<file path="src/rtl/uart_tx_buffer.sv">
// uart_tx_buffer: byte FIFO feeding an 8N1 UART serializer (LSB first, idle high).
// Bytes arrive as single-cycle strobes with no backpressure; a push into a full
// FIFO is dropped and latched in a sticky overflow flag unless a pop coincides.
module uart_tx_buffer #(
  parameter int CLK_PER_BIT = 868,
  parameter int DEPTH       = 16
) (
  input  logic       clk,
  input  logic       reset,
  input  logic [7:0] in_data,
  input  logic       in_valid,
  output logic       txd,
  output logic       empty,
  output logic       full,
  output logic       busy,
  output logic       overflow
);

  localparam int              AW        = $clog2(DEPTH);
  localparam int              BW        = $clog2(CLK_PER_BIT);
  localparam logic [AW:0]     CNT_FULL  = (AW+1)'(DEPTH);
  localparam logic [AW:0]     CNT_ONE   = (AW+1)'(1);
  localparam logic [AW-1:0]   PTR_ONE   = AW'(1);
  localparam logic [BW-1:0]   BAUD_LAST = BW'(CLK_PER_BIT - 1);
  localparam logic [BW-1:0]   BAUD_ONE  = BW'(1);

  typedef enum logic [1:0] {
    IDLE,
    START,
    DATA,
    STOP
  } state_t;

  state_t        state, state_next;
  logic [7:0]    mem [DEPTH];
  logic [AW-1:0] wptr, rptr;
  logic [AW:0]   count, count_next;
  logic [BW-1:0] baud, baud_next;
  logic [2:0]    idx, idx_next;
  logic [7:0]    shift, shift_next;
  logic          txd_next;
  logic          pop, push;

  // FIFO handshake: pop only from a registered non-empty FIFO while idle, so a
  // byte written this cycle can never leave in the same cycle.
  always_comb begin
    pop        = (state == IDLE) && !empty;
    push       = in_valid && (!full || pop);
    count_next = count;
    if (push && !pop)
      count_next = count + CNT_ONE;
    else if (pop && !push)
      count_next = count - CNT_ONE;
  end

  // Byte storage; writes during reset are ignored.
  always_ff @(posedge clk) begin
    if (push && !reset)
      mem[wptr] <= in_data;
  end

  // FIFO pointers, occupancy and registered status flags.
  always_ff @(posedge clk) begin
    if (reset) begin
      wptr     <= '0;
      rptr     <= '0;
      count    <= '0;
      empty    <= 1'b1;
      full     <= 1'b0;
      overflow <= 1'b0;
    end else begin
      if (push) wptr <= wptr + PTR_ONE;
      if (pop)  rptr <= rptr + PTR_ONE;
      count <= count_next;
      empty <= (count_next == '0);
      full  <= (count_next == CNT_FULL);
      if (in_valid && full && !pop)
        overflow <= 1'b1;
    end
  end

  // Serializer next-state: txd is computed one cycle ahead so the line is a flop.
  always_comb begin
    state_next = state;
    baud_next  = baud;
    idx_next   = idx;
    shift_next = shift;
    txd_next   = txd;
    case (state)
      IDLE: begin
        txd_next = 1'b1;
        if (pop) begin
          state_next = START;
          baud_next  = '0;
          shift_next = mem[rptr];
          txd_next   = 1'b0;
        end
      end
      START: begin
        if (baud == BAUD_LAST) begin
          baud_next  = '0;
          idx_next   = '0;
          state_next = DATA;
          txd_next   = shift[0];
        end else begin
          baud_next = baud + BAUD_ONE;
        end
      end
      DATA: begin
        if (baud == BAUD_LAST) begin
          baud_next = '0;
          if (idx == 3'd7) begin
            state_next = STOP;
            txd_next   = 1'b1;
          end else begin
            idx_next = idx + 3'd1;
            txd_next = shift[idx + 3'd1];
          end
        end else begin
          baud_next = baud + BAUD_ONE;
        end
      end
      STOP: begin
        if (baud == BAUD_LAST) begin
          baud_next  = '0;
          state_next = IDLE;
          txd_next   = 1'b1;
        end else begin
          baud_next = baud + BAUD_ONE;
        end
      end
      default: begin
        state_next = IDLE;
        txd_next   = 1'b1;
      end
    endcase
  end

  // Serializer state register; busy is registered from the next state.
  always_ff @(posedge clk) begin
    if (reset) begin
      state <= IDLE;
      baud  <= '0;
      idx   <= '0;
      shift <= '0;
      txd   <= 1'b1;
      busy  <= 1'b0;
    end else begin
      state <= state_next;
      baud  <= baud_next;
      idx   <= idx_next;
      shift <= shift_next;
      txd   <= txd_next;
      busy  <= (state_next != IDLE);
    end
  end

endmodule

</file>
<file path="config.mk">
export PLATFORM = sky130hd
export DESIGN_NAME = uart_tx_buffer
export DESIGN_NICKNAME = d
export VERILOG_FILES = /design/src/rtl/uart_tx_buffer.sv
export SDC_FILE = /design/constraint.sdc
export NUM_CORES = 1
export LEC_CHECK = 0
export ABC_AREA = 0
export BUFFER_PORTS_ARGS = -buffer_cell sky130_fd_sc_hd__buf_2
export CAP_MARGIN = 10
export CORE_MARGIN = 2
export CORE_UTILIZATION = 35
export CTS_CLUSTER_SIZE = 40
export DETAILED_ROUTE_END_ITERATION = 12
export GPL_TIMING_DRIVEN = 0
export PLACE_DENSITY_LB_ADDON = 0.15
export SYNTH_ARGS = -nofsm -noshare
export SYNTH_HDL_FRONTEND = slang
export SYNTH_SLANG_ARGS = --single-unit
</file>
<file path="constraint.sdc">
create_clock -name clk -period 2.4 [get_ports clk]
set_input_delay 0.24 -clock clk [delete_from_list [all_inputs] [get_ports clk]]
set_output_delay 0.24 -clock clk [all_outputs]
set_load 0.02 [all_outputs]
</file>
==> flow_metrics.tcl <==
set metrics [dict create \
    powerDensity_nw_per_um2 952 \
    r2r-end "mem[5][0]" \
    drt_pass1_iterations 4 \
    antenna_left 0 \
    critical_path.startpoint_type "register" \
    synthCells 451 \
    synth_flop_cell "edfxtp_1" \
    drive_gt1_share_pct 25.1 \
    setup_slack_ns -0.0350 \
    grt_first_pass_wirelength_microns 23900 \
    drc 0 \
    ys_seq_area_share_pct 66.2 \
    ir_drop_uv 491 \
    cts_buffers 17 \
    dieHeight_microns 146 \
    netlist_area_sq_um 7050 \
    die_width_microns 146 \
    insertion_delay_ns 0.43 \
    violations "negative setup slack" \
    clock_skew_ns 0.0159 \
    clk_pin_slew_ns 0.08 \
    m1WireLength_microns 7230 \
    outcome "finished with violations" \
    min_period_over_period_pct 101 \
    synth.avg_cell_area_sq_um 15.6 \
    antenna_found_initial 0 \
    tightest_slew_ns 0.714 \
    setup.worst_path.end "mem[5][0]" \
    final_cell_mix "edfxtp_1, dfxtp_1, mux4_2, nand2_1, buf_2" \
    nets 509 \
    root_buffer "clkbuf_16" \
    relSlewSlack_pct 52.4 \
    cts_tree "built" \
    wl_met2_microns 7200 \
    hp-class "in2reg" \
    first_iter_violations 273 \
    syn_nets 472 \
    setup_tns_ns -0.765 \
    vias 4029 \
    via_per_inst 5.26 \
    ys_seq_elements 169 \
    grt_pass1_vias 4012 \
    grt_max_degree 19 \
    hold_viol_final 0 \
    rows 51 \
    clock_path_buffers 2 \
    dpl.hpwl_microns 9890 \
    core-area_sq_um 19600 \
    cp_max_fo 10 \
    n_antenna_cell 0 \
    start_util_pct 36.0 \
    placed_cell_area_sq_um 7450 \
    async_flop_share_pct 0 \
    gp_congestion 0.807 \
    top_layer "met4" \
    drt-total-wl_microns 15200 \
    htree_num_levels 4 \
    critPathKind "reg2reg" \
    reg2reg_slack_ns -0.04 \
    crit_start "state[1]" \
    cp-end-kind "register" \
    final_common_cell "edfxtp_1" \
    fin_area_sq_um 8190 \
    final_max_slew_viol_count 0 \
    r2r_start "state[1]" \
    wl_per_cell_microns 19.9 \
    grt_overflow_total 0 \
    p_leak_nw 2.69 \
    ys_warn_count 0 \
    max_freq_ghz 0.411 \
    cts_sinks 169 \
    syn_to_final_growth_pct 16.2 \
    cp.required_ns 2.46 \
    max_cap_violations 0 \
    total_power_w 0.00780 \
    io_pins 16 \
    met3_length_microns 677 \
    worstPathArrival_ns 2.49 \
    track_usage_pct 15.0 \
    fin_util_pct 41.8 \
    synth_edf_count 128 \
    ctsHoldBuffers 0 \
    ff2ff_path_depth 6 \
    setup_viol 51 \
    io_buffers 15 \
    dieArea_sq_um 21300 \
    nFillCells 1772 \
    ys_types 62 \
    rsz0062_at_grt "yes" \
    layout_min_cycle_time_ns 2.44 \
]
-- routing by layer --
layer,GRT usage [%],vias up
met4,3.97,0
met3,3.73,11
met2,23.5,69
met5,0,-
met1,20.8,2083
li1,-,1866
-- logic make-up after synthesis --
| logic type | count (synthesis) | share of synthesized area, % |
|---|---|---|
| buffers and inverters | 31 | 2.31 |
| and+or+nand+nor | 123 | 9.12 |
| xor gates and xnor gates | 9 | 1.12 |
| AOI/OAI and AO/OA | 70 | 7.90 |
| adders and majority gates | 10 | 1.78 |
| DFF | 169 | 66.2 |
| muxes | 39 | 11.6 |
-- worst min path at each step --
| stage | start | cells past startpoint | endpoint | slack (ns) |
|---|---|---|---|---|
| after floorplan | in_data[0] | 0 | mem[0][0] | 0.34 |
| after global placement | shift[2] | 2 | shift[2] | 0.45 |
| after CTS | reset | 3 | count[4] | 0.19 |
| after detailed placement | shift[5] | 2 | shift[5] | 0.44 |
| after global routing | in_data[6] | 1 | mem[14][6] | 0.19 |
| final | in_data[6] | 1 | mem[14][6] | 0.20 |
-- synth_stat cells, drive strengths merged, types with 3 or more instances --
cell | count | area (sq um)
edfxtp | 128 | 3840
mux2i | 4 | 40.0
nor3 | 8 | 56.3
and2 | 6 | 37.5
buf | 16 | 105
o2111ai | 5 | 43.8
mux4 | 34 | 766
and3 | 5 | 36.3
xnor2 | 3 | 26.3
nor2 | 38 | 148
a21oi | 11 | 55.1
inv | 7 | 26.3
ha | 10 | 125
dfxtp | 41 | 821
a22o | 16 | 140
o21ai | 10 | 50.1
nand4 | 5 | 31.3
nand2 | 24 | 90.1
a41oi | 4 | 35.0
nand3 | 15 | 75.1
xor2 | 6 | 52.6
clkbuf | 8 | 31.3
a311oi | 7 | 61.3
nor2b | 3 | 18.8
-- worst max-delay path: stages, from the launching register on --
cell     delay [ns]
dfxtp_1        0.37
buf_2          0.22
o31ai_2        0.39
and2_1         0.18
buf_2          0.17
nand2_1        0.23
nor2_2         0.49
-- flip-flops by register name, summed over array words and instances (netlist names), 2 cells and up --
signal and count:
mem 128, baud 10, shift 8, count 5
rptr 4, wptr 4, idx 3, state 2
-- metrics by stage --
step	cells	hold slack (ns)	setup WS [ns]
CTS	763	0.187	-0.0842
detailed placement	731	0.444	-0.388
floorplan	451	0.339	0.405
finish	766	0.198	-0.0350
global placement	731	0.445	-0.301
global route	766	0.193	-0.163
-- area by class of cell --
| class | count | area (sq um) | share of cell area [%] |
|---|---|---|---|
| sequential | 169 | 4660 | 56.9 |
| multi-input combinational | 251 | 2300 | 28.1 |
| clock buffer | 18 | 429 | 5.24 |
| tap | 265 | 332 | 4.05 |
| clock inverter | 14 | 169 | 2.06 |
| buffer | 24 | 136 | 1.66 |
| timing repair buffer | 18 | 135 | 1.65 |
| inverter | 7 | 26.3 | 0.321 |
-- where the power goes --
group	internal (W)	switching, W
Clock	0.00149	0.00127
Combinational	0.000740	0.000909
Sequential	0.00328	0.000105
Total	0.00551	0.00228
-- what timing repair did --
action | in CTS | in global routing
gates resized for setup | 20 | 4
pin swaps | 0 | 2
buffers inserted | 0 | 3
endpoints found under the setup margin | 128 | 100
Power figures use the tool's default switching activity.
